<file path="src/rtl/coordinator_pkg.sv">
// coordinator_pkg: shared FSM states, status codes and loader constants for the coordinator block.
package coordinator_pkg;
  typedef enum logic [1:0] {
    IDLE       = 2'd0,
    LOAD_PARAM = 2'd1,
    LOAD_IMG   = 2'd2,
    IMG_DONE   = 2'd3
  } state_e;
  localparam logic [3:0] STAT_IDLE  = 4'd0;
  localparam logic [3:0] STAT_PARAM = 4'd1;
  localparam logic [3:0] STAT_IMG   = 4'd2;
  localparam logic [3:0] STAT_DONE  = 4'd3;
  localparam int IMG_PERIOD_DEF = 34;
  localparam int HDR_BASE_HI    = 2;
  localparam int HDR_BASE_LO    = 3;
  localparam int RLE_MAX        = 32;
  function automatic logic [3:0] status_of(state_e s);
    return s == IDLE ? STAT_IDLE : s == LOAD_PARAM ? STAT_PARAM : s == LOAD_IMG ? STAT_IMG : STAT_DONE;
  endfunction
endpackage

</file>
<file path="src/rtl/coordinator_ram.sv">
// coordinator_ram: single-clock byte RAM with one write port and one registered read port (old data on collision).
module coordinator_ram
  import coordinator_pkg::*;
#(
  parameter int ADDR_W = 16
) (
  input  logic              i_clk,
  input  logic              i_rst_n,
  input  logic              i_we,
  input  logic [ADDR_W-1:0] i_waddr,
  input  logic [7:0]        i_wdata,
  input  logic              i_re,
  input  logic [ADDR_W-1:0] i_raddr,
  output logic [7:0]        o_rdata
);
  logic [7:0] r_mem [2**ADDR_W];
  logic [7:0] r_rdata;
  always_ff @(posedge i_clk)
    if (i_we) r_mem[i_waddr] <= i_wdata;
  always_ff @(posedge i_clk)
    if (!i_rst_n) r_rdata <= '0;
    else if (i_re) r_rdata <= r_mem[i_raddr];
  assign o_rdata = r_rdata;
endmodule

</file>
<file path="src/rtl/coordinator.sv">
// coordinator: loads CNN parameter words or run-length compressed images into a byte RAM; host port access when idle.
// Optional registered host read port enabled by macro COORDINATOR_HOST_READ_EN.
module coordinator
  import coordinator_pkg::*;
#(
  parameter int                ADDR_W     = 16,
  parameter logic [ADDR_W-1:0] IMG_BASE   = 16'hC000,
  parameter int                IMG_PERIOD = IMG_PERIOD_DEF
) (
  input  logic              clk,
  input  logic              RST,
  input  logic              interrupt,
  input  logic              load,
  input  logic              cnn,
  input  logic [15:0]       Din,
  output logic [3:0]        Dout,
  input  logic [ADDR_W-1:0] ramAddress,
  input  logic [7:0]        ramDataIn,
  output logic [7:0]        ramDataOut,
  input  logic              readSignal,
  input  logic              writeSignal
);
  localparam int PH_W = $clog2(IMG_PERIOD + 1);
  state_e            r_state;
  logic              r_prev_load;
  logic              r_closing;
  logic [ADDR_W-1:0] r_wptr;
  logic [15:0]       r_param_base;
  logic [15:0]       r_word;
  logic [PH_W-1:0]   r_phase;
  logic              w_rise, w_open, w_host_we, w_par_we, w_img_we, w_load_we, w_we, w_re, w_last;
  logic [7:0]        w_n, w_rdata, w_wdata;
  logic [ADDR_W-1:0] w_waddr;
  assign w_rise    = load & ~r_prev_load;
  assign w_open    = r_state == IDLE || r_state == IMG_DONE;
  assign w_host_we = writeSignal & w_open & ~interrupt & RST;
  // run length is capped so a word never spills past its slot
  assign w_n       = r_word[7:0] > 8'(RLE_MAX) ? 8'(RLE_MAX) : r_word[7:0];
  assign w_par_we  = r_state == LOAD_PARAM && load;
  assign w_img_we  = r_state == LOAD_IMG && r_phase != '0 && 8'(r_phase) <= w_n;
  assign w_load_we = (w_par_we | w_img_we) & ~interrupt & RST;
  assign w_last    = r_phase == PH_W'(IMG_PERIOD - 1);
  assign w_we      = w_host_we | w_load_we;
  assign w_waddr   = w_host_we ? ramAddress
                   : r_wptr + ADDR_W'(r_state == LOAD_PARAM && r_phase[0]);
  assign w_wdata   = w_host_we ? ramDataIn
                   : r_state == LOAD_PARAM ? (r_phase[0] ? Din[7:0] : Din[15:8]) : r_word[15:8];
  assign Dout      = status_of(r_state);
`ifdef COORDINATOR_HOST_READ_EN
  assign w_re       = readSignal & ~interrupt;
  assign ramDataOut = w_rdata;
`else
  // read path disabled; terms kept so every port and RAM output stays referenced
  assign w_re       = readSignal & 1'b0;
  assign ramDataOut = w_rdata & 8'h00;
`endif
  always_ff @(posedge clk)
    if (!RST) begin
      r_state      <= IDLE;
      r_prev_load  <= 1'b0;
      r_closing    <= 1'b0;
      r_wptr       <= '0;
      r_param_base <= '0;
      r_word       <= '0;
      r_phase      <= '0;
    end else begin
      r_prev_load <= load;
      if (w_host_we && ramAddress == ADDR_W'(HDR_BASE_HI)) r_param_base[15:8] <= ramDataIn;
      if (w_host_we && ramAddress == ADDR_W'(HDR_BASE_LO)) r_param_base[7:0] <= ramDataIn;
      if (interrupt) begin
        r_state   <= IDLE;
        r_phase   <= '0;
        r_closing <= 1'b0;
      end else begin
        case (r_state)
          IDLE, IMG_DONE:
            if (w_rise) begin
              r_state   <= cnn ? LOAD_PARAM : LOAD_IMG;
              r_wptr    <= cnn ? ADDR_W'(r_param_base) : IMG_BASE;
              r_phase   <= '0;
              r_closing <= 1'b0;
            end
          LOAD_PARAM:
            if (!load) begin
              r_state <= IDLE;
              r_phase <= '0;
            end else begin
              r_phase <= PH_W'(~r_phase[0]);
              if (r_phase[0]) r_wptr <= r_wptr + ADDR_W'(2);
            end
          LOAD_IMG: begin
            if (r_phase == '0) r_word <= Din;
            if (w_img_we) r_wptr <= r_wptr + ADDR_W'(1);
            if (!load) r_closing <= 1'b1;
            r_phase <= w_last ? '0 : r_phase + PH_W'(1);
            if (w_last && (r_closing || !load)) r_state <= IMG_DONE;
          end
          default: r_state <= IDLE;
        endcase
      end
    end
  coordinator_ram #(.ADDR_W(ADDR_W)) u_ram (
    .i_clk  (clk),
    .i_rst_n(RST),
    .i_we   (w_we),
    .i_waddr(w_waddr),
    .i_wdata(w_wdata),
    .i_re   (w_re),
    .i_raddr(ramAddress),
    .o_rdata(w_rdata)
  );
endmodule

</file>
<file path="config.mk">
export PLATFORM = sky130hd
export DESIGN_NAME = coordinator
export DESIGN_NICKNAME = d
export VERILOG_FILES = /design/src/rtl/coordinator_pkg.sv /design/src/rtl/coordinator_ram.sv /design/src/rtl/coordinator.sv
export SDC_FILE = /design/constraint.sdc
export NUM_CORES = 1
export LEC_CHECK = 0
export CAP_MARGIN = 25
export CORE_MARGIN = 1.5
export CORE_UTILIZATION = 30
export DETAILED_ROUTE_END_ITERATION = 16
export GPL_ROUTABILITY_DRIVEN = 0
export PLACE_DENSITY = 0.76
export SYNTH_ARGS = -nofsm -noshare
export SYNTH_HDL_FRONTEND = slang
export SYNTH_SLANG_ARGS = --single-unit
</file>
<file path="constraint.sdc">
create_clock -name clk -period 1.9 [get_ports clk]
set_clock_uncertainty 0.15 [all_clocks]
set_input_delay 0.285 -clock clk [delete_from_list [all_inputs] [get_ports clk]]
set_output_delay 0.285 -clock clk [all_outputs]
set_load 0.02 [all_outputs]
</file>
==> results of run 1 <==
per-stage QoR:
stage	setup WS, ns	area [um^2]	utilization, %	cells	power [uW]
2_1_floorplan	0.102	798	-	97	334
3_3_place_gp	-0.151	870	35.4	129	363
3_5_place_dp	-0.194	870	35.4	129	370
4_1_cts	0.0505	903	36.8	133	568
5_1_grt	0.000349	906	36.9	133	593
6_report	0.0745	906	36.9	133	569
path summary, 6_finish.rpt:
check,to,slack (ns),depth (start not counted)
max reg2reg,r_phase[2]$_SDFFE_PP0P_,0.07,4
min reg2reg,r_phase[5]$_SDFFE_PP0P_,0.35,1
max,r_phase[2]$_SDFFE_PP0P_,0.07,4
min,r_phase[5]$_SDFFE_PP0P_,0.35,1
cells in the mapped netlist (2+ instances only):
master / number / area (um^2)
o31ai_1: 5 / 37.5
buf_4: 10 / 75.1
nand3_1: 4 / 20.0
ha_1: 6 / 75.1
o21ai_0: 7 / 35.0
inv_1: 6 / 22.5
and3_2: 2 / 15.0
nand2_1: 6 / 22.5
a22o_1: 3 / 26.3
nor2_1: 2 / 7.51
and2_1: 3 / 18.8
a21o_1: 3 / 22.5
dfxtp_1: 10 / 200
nand2b_1: 2 / 12.5
a21oi_1: 3 / 15.0
nor2b_1: 2 / 12.5
power groups by stage:
stage	registers (uW)	clock network, uW	logic [uW]
floorplan	221	0	113
global placement	221	0	143
detailed placement	221	0	149
CTS	216	206	146
global route	216	216	161
finish	216	206	147
cells by family (layout without fill, tap and decap cells):
logic type	count (synthesis)	after routing
AO/OA/AOI/OAI	27	27
adder cells (fa/ha/maj)	6	6
buffers and inverters	17	23
flip-flops	10	10
other	1	10
AND/OR/NAND/NOR	27	27
what timing repair did:
action / CTS / global route
gates cloned: 0 / 0
pin swaps: 0 / 1
endpoints found under the setup margin: 2 / 6
gates resized for setup: 2 / 1
buffers inserted: 0 / 0
cell type report:
type	instances	area (um^2)	area share (%)
Multi-Input combinational cell	70	499	55.1
Sequential cell	10	200	22.1
Timing Repair Buffer	13	110	12.2
Tap cell	30	37.5	4.14
Clock buffer	4	36.3	4.01
Inverter	6	22.5	2.49
registers in the layout, indices dropped and copies added, names as in the netlist:
signal,flops
r_closing,1
r_phase,6
r_prev_load,1
r_state,2
critical path, delay by kind of cell, from the launching register on:
family,cells,cell delay [ns]
AO/OA/AOI/OAI,2,0.69
flip-flops,1,0.36
AND/OR/NAND/NOR,2,0.52
metal layers:
layer  routed length, um  share of wire (%)
met5                   0                  0
met3                  79                5.1
met4                  97                6.2
met2                 747                 48
met1                 628                 40
==> flow_summary.json, run 1 <==
{
  "status": "finished clean",
  "start_util_pct": 31.1,
  "avgSynthCellArea_um2": 8.69,
  "fin_nets": 157,
  "ant_nets": 0,
  "synth_top_family_by_area": "compound AO/OA/AOI/OAI gates",
  "switching_share_pct": 31.3,
  "dpl.hpwl_um": 1190,
  "setup_viol": 0,
  "postSynthCellCount": 88,
  "synth_compound_area_share_pct": 29.5,
  "seqPwrFrac_pct": 37.9,
  "ys_types": 30,
  "clockBufferDepth": 2,
  "power_density_nw_per_um2": 628,
  "rows": 18,
  "nFillCells": 255,
  "crit_arrival_ns": 1.85,
  "grt-ovfl-total": 0,
  "clkSlewWorstSetupHoldPaths_ns": 0.07,
  "die_h_um": 53.5,
  "drtIter0Drc": 9,
  "yosys.area_share.xor_xnor_pct": 0,
  "layout_common_cells": "conb_1, dfxtp_1, o21ai_0, buf_4",
  "fin_setup_tns_ns": 0,
  "met1_usage_pct": 14.4,
  "hold_violations": 0,
  "critPathMaxFanout": 7,
  "min_period_ns": 1.83,
  "rsz0062_at_grt": "no",
  "synth-seq-area-share_pct": 26.2,
  "ctsHoldBuffers": 0,
  "holdWs_ns": 0.352,
  "htreeDepth": 1,
  "wl_per_cell_um": 11.7,
  "grt_usage_pct": 13.8,
  "critPathLaunchType": "flop",
  "cts_tree": "done",
  "clk_latency_ns": 0.28,
  "grt_util_met3_pct": 1.41,
  "r2r_start": "r_phase[3]$_SDFFE_PP0P_",
  "p_int_uw": 391,
  "grt_pass1_vias": 665,
  "vias": 662,
  "fp.dieArea_um2": 2860,
  "fmax_mhz": 548,
  "ys_warn_count": 0,
  "antenna_found_initial": 0,
  "ys.flop_type": "dfxtp_1",
  "cap_viol_max_count": 0,
  "grt_pass1_wl_um": 2730,
  "synth_edf_count": 0,
  "grt_max_degree": 11,
  "die_w_um": 53.5,
  "cts-root-buf": "clkbuf_4",
  "critPathCaptureType": "flop",
  "cts_sinks": 10,
  "syn2layout_area_growth_pct": 18.5,
  "synth_adder_area_share_pct": 9.82,
  "crit_chain": "or3_4 -> o311ai_4 -> nor2_2 -> a22o_2",
  "port_buffers": 6,
  "hold_path.class": "flop to flop",
  "crit_start": "r_phase[3]$_SDFFE_PP0P_",
  "drive_gt1_share_pct": 20.4,
  "diodes": 0,
  "use_met2_pct": 22.8,
  "power_switching_uw": 178,
  "first_pass_iters": 4,
  "finalCritPeriodShare_pct": 96.1,
  "crit_type": "flop to flop",
  "async_reset_ff_share_pct": 0,
  "pwr-share-comb_pct": 25.9,
  "p_leak_uw": 0.000371,
  "crit_required_ns": 1.93,
  "io_pins": 59,
  "syn_area_um2": 764,
  "synth_simple_gate_area_share_pct": 20.8,
  "post_drt_via_cell_ratio": 4.98,
  "ir_drop_mv": 0.282,
  "maxSlewViolCount": 0,
  "core_um2": 2450,
  "remaining_drc_errors": 0,
  "clock_power_share_pct": 36.2,
  "yosys-mux-area-fraction_pct": 0,
  "wirelength_um": 1550,
  "cp_slowest_cell": "o311ai_4",
  "busiest_layer": "met2",
  "numCtsBuffers": 3,
  "min_from": "r_phase[5]$_SDFFE_PP0P_",
  "ys_ff_latch": 10,
  "cp_slowest_stage_delay_ns": 0.44
}
Power figures use the tool's default switching activity.
==> run 2: changes to the inputs <==
--- a/config.mk
+++ b/config.mk
@@ -6,11 +6,12 @@
 export NUM_CORES = 1
 export LEC_CHECK = 0
 export CAP_MARGIN = 25
-export CORE_MARGIN = 1.5
-export CORE_UTILIZATION = 30
+export CORE_MARGIN = 1
+export CORE_UTILIZATION = 54
 export DETAILED_ROUTE_END_ITERATION = 16
+export DONT_BUFFER_PORTS = 1
 export GPL_ROUTABILITY_DRIVEN = 0
-export PLACE_DENSITY = 0.76
+export PLACE_DENSITY = 0.72
 export SYNTH_ARGS = -nofsm -noshare
 export SYNTH_HDL_FRONTEND = slang
 export SYNTH_SLANG_ARGS = --single-unit
==> run 2 against run 1 <==
Utilization rose by 27 points. Via count decreased by 7.1%. First-iteration DRC count rose by 110%. Largest cell class unchanged. Largest power group unchanged.
==> flow_summary.json, run 2 (same netlist as run 1, synthesis figures left out) <==
{
  "status": "finished clean",
  "remaining_drc_errors": 0,
  "p_total_uw": 541,
  "regArea_um2": 200,
  "drive_gt1_share_pct": 19.6,
  "grt_max_degree": 11,
  "rows": 13,
  "antenna_found_initial": 0,
  "largest_registers": "r_phase x6, r_state x2",
  "rsz0062_at_grt": "no",
  "fin_nets": 151,
  "maxSlewViolCount": 0,
  "grt_usage_pct": 21.6,
  "cap_viol_max_count": 0,
  "io_pins": 59,
  "drtIter0Drc": 19,
  "cts-root-buf": "clkbuf_4",
  "finalCritPeriodShare_pct": 96.1,
  "grt-ovfl-total": 0,
  "layout_common_cells": "conb_1, dfxtp_1, o21ai_0, inv_1, nand2_1",
  "cts_sinks": 10,
  "clockBufferDepth": 2,
  "wirelength_um": 1350,
  "largest_register_ffs": 6,
  "core_um2": 1300,
  "p_leak_uw": 0.000341,
  "critPathCaptureType": "flop",
  "vias": 615,
  "post-cts-setup-buffers": 0,
  "nFillCells": 130,
  "fin_util_pct": 64.1,
  "fmax_mhz": 547,
  "grt_pass1_vias": 535,
  "die_w_um": 39.6,
  "ir_drop_mv": 0.414,
  "die_h_um": 39.6,
  "grt_pass1_wl_um": 2230,
  "ant_nets": 0,
  "critPathMaxFanout": 7,
  "fp.dieArea_um2": 1570,
  "power_density_nw_per_um2": 648,
  "syn2layout_area_growth_pct": 9.17,
  "crit_required_ns": 1.92,
  "hold_path.class": "input port to flop",
  "wl_per_cell_um": 12.1,
  "crit_arrival_ns": 1.85,
  "cts_tree": "done",
  "multi_input_area_um2": 499,
  "port_buffers": 0,
  "crit_type": "flop to flop",
  "start_util_pct": 58.7,
  "htreeDepth": 1,
  "clk_latency_ns": 0.28,
  "critPathLaunchType": "flop",
  "min_period_ns": 1.83,
  "hold_violations": 0,
  "reg2reg_slack_ns": 0.07,
  "diodes": 0,
  "numCtsBuffers": 3,
  "dpl.hpwl_um": 994,
  "first_pass_iters": 4,
  "setup_viol": 0,
  "clkSlewWorstSetupHoldPaths_ns": 0.07,
  "post_drt_via_cell_ratio": 5.49,
  "fin_setup_tns_ns": 0,
  "top_register": "r_phase"
}
-- run 2: metrics by stage --
| stage | area [um^2] | setup WS, ns | cells | hold WS, ns |
|---|---|---|---|---|
| 3_5_place_dp | 776 | 0.120 | 106 | 0.263 |
| 2_1_floorplan | 798 | 0.102 | 97 | 0.257 |
| 3_3_place_gp | 776 | 0.122 | 106 | 0.262 |
| 4_1_cts | 832 | 0.0961 | 112 | 0.0792 |
| 5_1_grt | 835 | 0.00215 | 112 | 0.101 |
| 6_report | 835 | 0.0733 | 112 | 0.0756 |
-- run 2: critical path, stage by stage (launching register included) --
cell and delay (ns):
dfxtp_1 0.36, or3_4 0.41, o311ai_4 0.44, nor2_2 0.11, a22o_2 0.25
-- run 2: final timing paths --
kind                              to  cells past startpoint                    start
max          r_phase[2]$_SDFFE_PP0P_                      4  r_phase[3]$_SDFFE_PP0P_
min           r_closing$_SDFFE_PP0P_                      3                     load
min reg2reg   r_closing$_SDFFE_PP0P_                      2   r_closing$_SDFFE_PP0P_
max reg2reg  r_phase[2]$_SDFFE_PP0P_                      4  r_phase[3]$_SDFFE_PP0P_
-- run 2: final cells by class --
class                      count  area share (%)
multi-input combinational     70            59.8
sequential                    10            24.0
timing repair buffer           7            6.90
clock buffer                   4            4.35
inverter                       6            2.70
tap                           15            2.25
-- run 2: repair_timing --
| item | 4_1_cts | 5_1_grt |
|---|---|---|
| hold buffers | 2 | 0 |
| hold endpoints to repair | 1 | 0 |
| gates resized for setup | 0 | 1 |
| setup endpoints to repair | 0 | 2 |
-- run 2: routing by layer --
| layer | track usage [%] | wire (um) |
|---|---|---|
| met2 | 33.2 | 627 |
| met4 | 12.9 | 39 |
| met1 | 27.3 | 625 |
| met3 | 3.98 | 59 |
| met5 | 0 | 0 |
-- run 2: power by group --
group	switching, uW	internal, uW	total, uW
sequential	2.04	214	216
clock	82.4	117	199
combinational	78.3	47.9	126
total	163	378	541
==> run 3: changes to the inputs <==
--- a/config.mk
+++ b/config.mk
@@ -5,6 +5,7 @@
 export SDC_FILE = /design/constraint.sdc
 export NUM_CORES = 1
 export LEC_CHECK = 0
+export ABC_AREA = 1
 export CAP_MARGIN = 25
 export CORE_MARGIN = 1
 export CORE_UTILIZATION = 54
==> run 3 against run 2 <==
Register-to-register slack gained 0.15 ns. Area after synthesis shrank 2.0%. Die area shrank 1.9%. Sequential power is essentially flat. Power grew 1.9%. Flip-flop and latch count is the same. Highest routed layer unchanged.
==> flow_summary.json, run 3 <==
{
  "status": "finished clean",
  "cts_sinks": 10,
  "drtIter0Drc": 17,
  "grt_pass1_vias": 528,
  "ctsHoldBuffers": 2,
  "crit_type": "flop to flop",
  "rsz0062_at_grt": "no",
  "cap_viol_max_count": 0,
  "wirelength_um": 1310,
  "worstHoldEndpoint": "r_state[0]$_SDFFE_PP0P_",
  "remaining_drc_errors": 0,
  "busiest_layer": "met2",
  "grt_max_degree": 8,
  "hold_path.class": "input port to flop",
  "ys.flop_type": "dfxtp_1",
  "grt_util_met3_pct": 5.11,
  "final_cells": 131,
  "fmax_mhz": 596,
  "wl_per_cell_um": 10.0,
  "dpl.hpwl_um": 957,
  "use_met2_pct": 34.2,
  "grt_usage_pct": 21.9,
  "antenna_found_initial": 0,
  "top_register": "r_phase",
  "worstReg2RegEnd": "r_closing$_SDFFE_PP0P_",
  "avgSynthCellArea_um2": 6.75,
  "die_h_um": 39.3,
  "seqPwrFrac_pct": 39.6,
  "die_w_um": 39.3,
  "post-cts-setup-buffers": 0,
  "post_dp_cell_area_um2": 729,
  "rows": 13,
  "largest_register_ffs": 6,
  "core_um2": 1300,
  "r2r_start": "r_state[1]$_SDFFE_PP0P_",
  "power_density_nw_per_um2": 702,
  "largest_registers": "r_phase x6, r_state x2",
  "first_pass_iters": 4,
  "syn_area_um2": 749,
  "synth_top_area_share_pct": 26.7,
  "vias": 636,
  "numCtsBuffers": 3,
  "finalCritPeriodShare_pct": 88.4,
  "maxSlewViolCount": 0,
  "synth-seq-area-share_pct": 26.7,
  "critPathMaxFanout": 7,
  "pwr-share-comb_pct": 25.5,
  "synth_edf_count": 0,
  "holdWs_ns": 0.0579,
  "nFillCells": 131,
  "holdPathStages": 3,
  "final_cell_area_um2": 786,
  "clockBufferDepth": 2,
  "reg2reg_slack_ns": 0.22,
  "synth_top_area_cell": "dfxtp_1",
  "clock_power_share_pct": 34.9,
  "port_buffers": 0,
  "htreeDepth": 1,
  "p_int_uw": 373,
  "grt_pass1_wl_um": 2200,
  "crit_required_ns": 1.91,
  "diodes": 0,
  "met1_usage_pct": 27.1,
  "yosys-top-cells-area": "dfxtp_1, nand2_1, buf_4, ha_1, inv_1",
  "ys_ff_latch": 10,
  "grt-ovfl-total": 0,
  "start_util_pct": 57.6,
  "switching_share_pct": 32.4,
  "final_common_cell": "nand2_1",
  "postSynthCellCount": 111,
  "synth.most_common_cell": "nand2_1",
  "critPathLaunchType": "flop",
  "clk_latency_ns": 0.27,
  "ys_warn_count": 0,
  "crit_arrival_ns": 1.68,
  "p_leak_uw": 0.000385,
  "fin_nets": 170,
  "hold_violations": 0,
  "placedCellCount": 125,
  "drive_gt1_share_pct": 11.2,
  "ir_drop_mv": 0.536,
  "fin_setup_tns_ns": 0,
  "post_drt_via_cell_ratio": 4.85,
  "min_period_ns": 1.68,
  "ys_types": 20,
  "min_from": "interrupt",
  "fin_util_pct": 60.4,
  "cts-root-buf": "clkbuf_4",
  "layout_common_cells": "nand2_1, inv_1, nand3_1, conb_1, dfxtp_1",
  "fp.dieArea_um2": 1540,
  "power_switching_uw": 178,
  "yosys-top-cells-count": "nand2_1, inv_1, nand3_1, buf_4, dfxtp_1",
  "syn2layout_area_growth_pct": 4.84,
  "ant_nets": 0,
  "io_pins": 59,
  "cts_tree": "done",
  "post_cts_resized": 0,
  "setup_viol": 0,
  "rr_worst_depth": 7,
  "critPathCaptureType": "flop",
  "async_reset_ff_share_pct": 0,
  "clkSlewWorstSetupHoldPaths_ns": 0.07
}
==> run 3: cell count changes after synthesis, sizes merged, moves of 4 or more <==
cell | previous run | this run
nand2 | 6 | 25
inv | 6 | 18
nand3 | 4 | 13
nor2 | 3 | 10
a21oi | 3 | 9
o31ai | 5 | 0
a22o | 4 | 0
==> run 3: cells by family after synthesis <==
logic type | share of synthesized area, %
and+or+nand+nor | 27.9
buffers and inverters | 19.7
adders and majority gates | 10.0
xor gates and xnor gates | 2.34
DFF | 26.7
other | 0.500
AOI/OAI and AO/OA | 12.9
==> run 3: area by class of cell <==
cell class | instances | area (um^2) | area share (%)
clock buffer | 4 | 36.3 | 4.62
inverter | 18 | 67.6 | 8.60
sequential | 10 | 200 | 25.5
timing repair buffer | 3 | 27.5 | 3.50
multi-input combinational | 81 | 435 | 55.4
tap | 15 | 18.8 | 2.39
==> run 3: metrics by stage <==
step	setup slack [ns]	total power (uW)
floorplan	0.383	351
global placement	0.288	356
detailed placement	0.263	358
CTS	0.224	556
global route	0.0721	588
finish	0.221	551
==> run 3: power groups by stage <==
stage | logic [uW] | clock network (uW) | registers, uW
6_report | 141 | 193 | 218
5_1_grt | 159 | 210 | 219
4_1_cts | 140 | 197 | 218
3_5_place_dp | 135 | 0 | 223
3_3_place_gp | 133 | 0 | 223
2_1_floorplan | 128 | 0 | 222
==> run 3: worst max path at each step <==
stage                       startpoint                     end  cells past startpoint
2_1_floorplan  r_state[1]$_SDFFE_PP0P_  r_closing$_SDFFE_PP0P_                      8
3_3_place_gp   r_state[1]$_SDFFE_PP0P_  r_closing$_SDFFE_PP0P_                      7
3_5_place_dp   r_state[0]$_SDFFE_PP0P_  r_closing$_SDFFE_PP0P_                      7
4_1_cts        r_state[0]$_SDFFE_PP0P_  r_closing$_SDFFE_PP0P_                      7
5_1_grt        r_state[1]$_SDFFE_PP0P_  r_closing$_SDFFE_PP0P_                      7
6_report       r_state[1]$_SDFFE_PP0P_  r_closing$_SDFFE_PP0P_                      7
==> run 3: layer usage <==
metal	wire length, um	up-vias	share of wire [%]
met3	51	4	3.9
met5	0	-	0
met4	37	0	2.8
met2	580	18	44
met1	644	278	49
li1	-	336	-
==> run 3: critical path, stage by stage (launching register included) <==
cell and delay, ns:
dfxtp_1 0.35, inv_1 0.08, ha_1 0.41, inv_2 0.08, o21ai_2 0.09, inv_1 0.16
o21ai_0 0.18, a21oi_1 0.08
==> RTL change (flow settings as in run 2) <==
Reset style: asynchronous (`RST` and `i_rst_n`), changed in 2 clocked blocks.
--- a/src/rtl/coordinator_ram.sv
+++ b/src/rtl/coordinator_ram.sv
@@ -17,7 +17,7 @@
   logic [7:0] r_rdata;
   always_ff @(posedge i_clk)
     if (i_we) r_mem[i_waddr] <= i_wdata;
-  always_ff @(posedge i_clk)
+  always_ff @(posedge i_clk or negedge i_rst_n)
     if (!i_rst_n) r_rdata <= '0;
     else if (i_re) r_rdata <= r_mem[i_raddr];
   assign o_rdata = r_rdata;
--- a/src/rtl/coordinator.sv
+++ b/src/rtl/coordinator.sv
@@ -54,7 +54,7 @@
   assign w_re       = readSignal & 1'b0;
   assign ramDataOut = w_rdata & 8'h00;
 `endif
-  always_ff @(posedge clk)
+  always_ff @(posedge clk or negedge RST)
     if (!RST) begin
       r_state      <= IDLE;
       r_prev_load  <= 1'b0;
Check against the original RTL: not settled (the Yosys comparison gave no result); the edit may change what the design does.
==> RTL change against run 2 <==
Area after synthesis rose by 3.8%. Worst setup slack lost 0.026 ns. Sequential cell count stayed put. Sequential share of layout area grew 5.3 points. Wire length is 20% higher. Cell area rose by 2.2%. Critical path type unchanged.
Power is not compared: it rests on default switching activity, and its combinational part moved more than twofold at a synthesized area within 25%.
==> RTL change: results (changes against run 2) <==
status -> finished clean (unchanged)
end of the worst register-to-register path -> r_phase[1] (was r_phase[2])
sequential area share after synthesis -> 31.5% (was 26.2%)
Reg2Reg Depth -> 7 (was 4)
Top FF cell, synth -> dfrtp_1 (was dfxtp_1)
input/output buffers -> 0 (unchanged)
met1 usage -> 27.9% (was 27.3%)
post-DP HPWL -> 1140 µm (was 994 µm)
htree depth -> 1 (unchanged)
Synth async-reset ratio -> 100% (was 0%)
routed wire length -> 1630 µm (was 1350 µm)
post-synth cell types -> 31 (was 30)
share of layout cells above drive strength 1 -> 18.8% (was 19.6%)
CP max-delay cell -> o41ai_4 (was o311ai_4)
CP max FO -> 6 (was 7)
Critical Path Max Stage Delay -> 0.44 ns (about the same)
Post-DP Area -> 781 µm² (was 776 µm²)
worst r2r src -> r_phase[1] (was r_phase[3])
cts hold-fix bufs -> 3 (was 2)
initial antenna violation count -> 0 (unchanged)
Worst-path clk slew -> 0.06 ns
first-pass GRT wire length -> 2460 µm (was 2230 µm)
reg2reg setup slack -> 0.05 ns (was 0.07 ns)
hold depth -> 2 (was 3)
met2 Resource Use GR -> 40.9% (was 33.2%)
Tot GR Track Use -> 25.1% (was 21.6%)
Post-synth top cells -> buf_4, dfrtp_1, o21ai_0 (was buf_4, dfxtp_1, o21ai_0)
largest net degree at the start of global routing -> 11 (unchanged)
Hold Path End -> r_state[0] (was r_closing)
total number of vias -> 599 (was 615)
WHS -> 0.0119 ns (was 0.0756 ns)
ranking of synthesized cells by area -> dfrtp_1, buf_4, ha_1 (was dfxtp_1, buf_4, ha_1)
dpl ws -> 0.0572 ns (was 0.120 ns)
drt initial violations -> 7 (was 19)
met3 global-route usage -> 8.33% (was 3.98%)
hold path startpoint -> interrupt (was load)
vias in the first global route -> 548 (was 535)
[RTL change: changes by cell type after synthesis, moves of 2 or more]
cell      delta
nand3_1      -2
nand2b_1     +2
nor2b_1      +4
and2_1       -2
nor2_1       +2
dfxtp_1     -10
nand2_1      -2
o31ai_1      -5
dfrtp_1     +10
nor3b_1      +2
nor3_1       +3
and3_2       -2
[RTL change: final cells by class]
class,instances,area (µm²)
flip-flops and latches,10,250
clock buffers,3,22.5
multi-input cells,70,475
repair buffers,8,67.6
inverters,5,18.8
well taps,15,18.8
fillers,119,480
[RTL change: layer usage]
metal	part of all wire, %	routed length (µm)	vias up
li1	-	-	306
met1	45	734	276
met2	50	814	15
met3	3.9	64	2
met4	0.80	13	0
met5	0	0	-
[RTL change: how the worst max path moves through the flow]
| stage | slack [ns] | cells past startpoint | start | to |
|---|---|---|---|---|
| after floorplan | 0.06 | 6 | r_state[0] | r_state[1] |
| after global routing | -0.03 | 7 | r_phase[1] | r_phase[1] |
| after CTS | 0.03 | 5 | r_state[0] | r_phase[5] |
| after global placement | 0.07 | 5 | r_state[0] | r_phase[5] |
| after detailed placement | 0.06 | 5 | r_state[0] | r_phase[5] |
| final | 0.05 | 7 | r_phase[1] | r_phase[1] |
[RTL change: kinds of logic (layout without fill, tap and decap cells)]
family          Yosys count  count (layout)  share of synthesized area [%]
mux                       1               1                           1.89
buf+inv                  18              16                           13.4
simple gates             32              32                           23.3
other cells               1              10                          0.473
fa+ha+maj                 6               6                           9.46
compound gates           21              21                           19.9
flops                    10              10                           31.5
[RTL change: stage by stage]
stage / instances / total power [µW]
final: 111 / 943
after global routing: 111 / 1010
after CTS: 109 / 920
after detailed placement: 103 / 754
after global placement: 103 / 743
after floorplan: 98 / 658
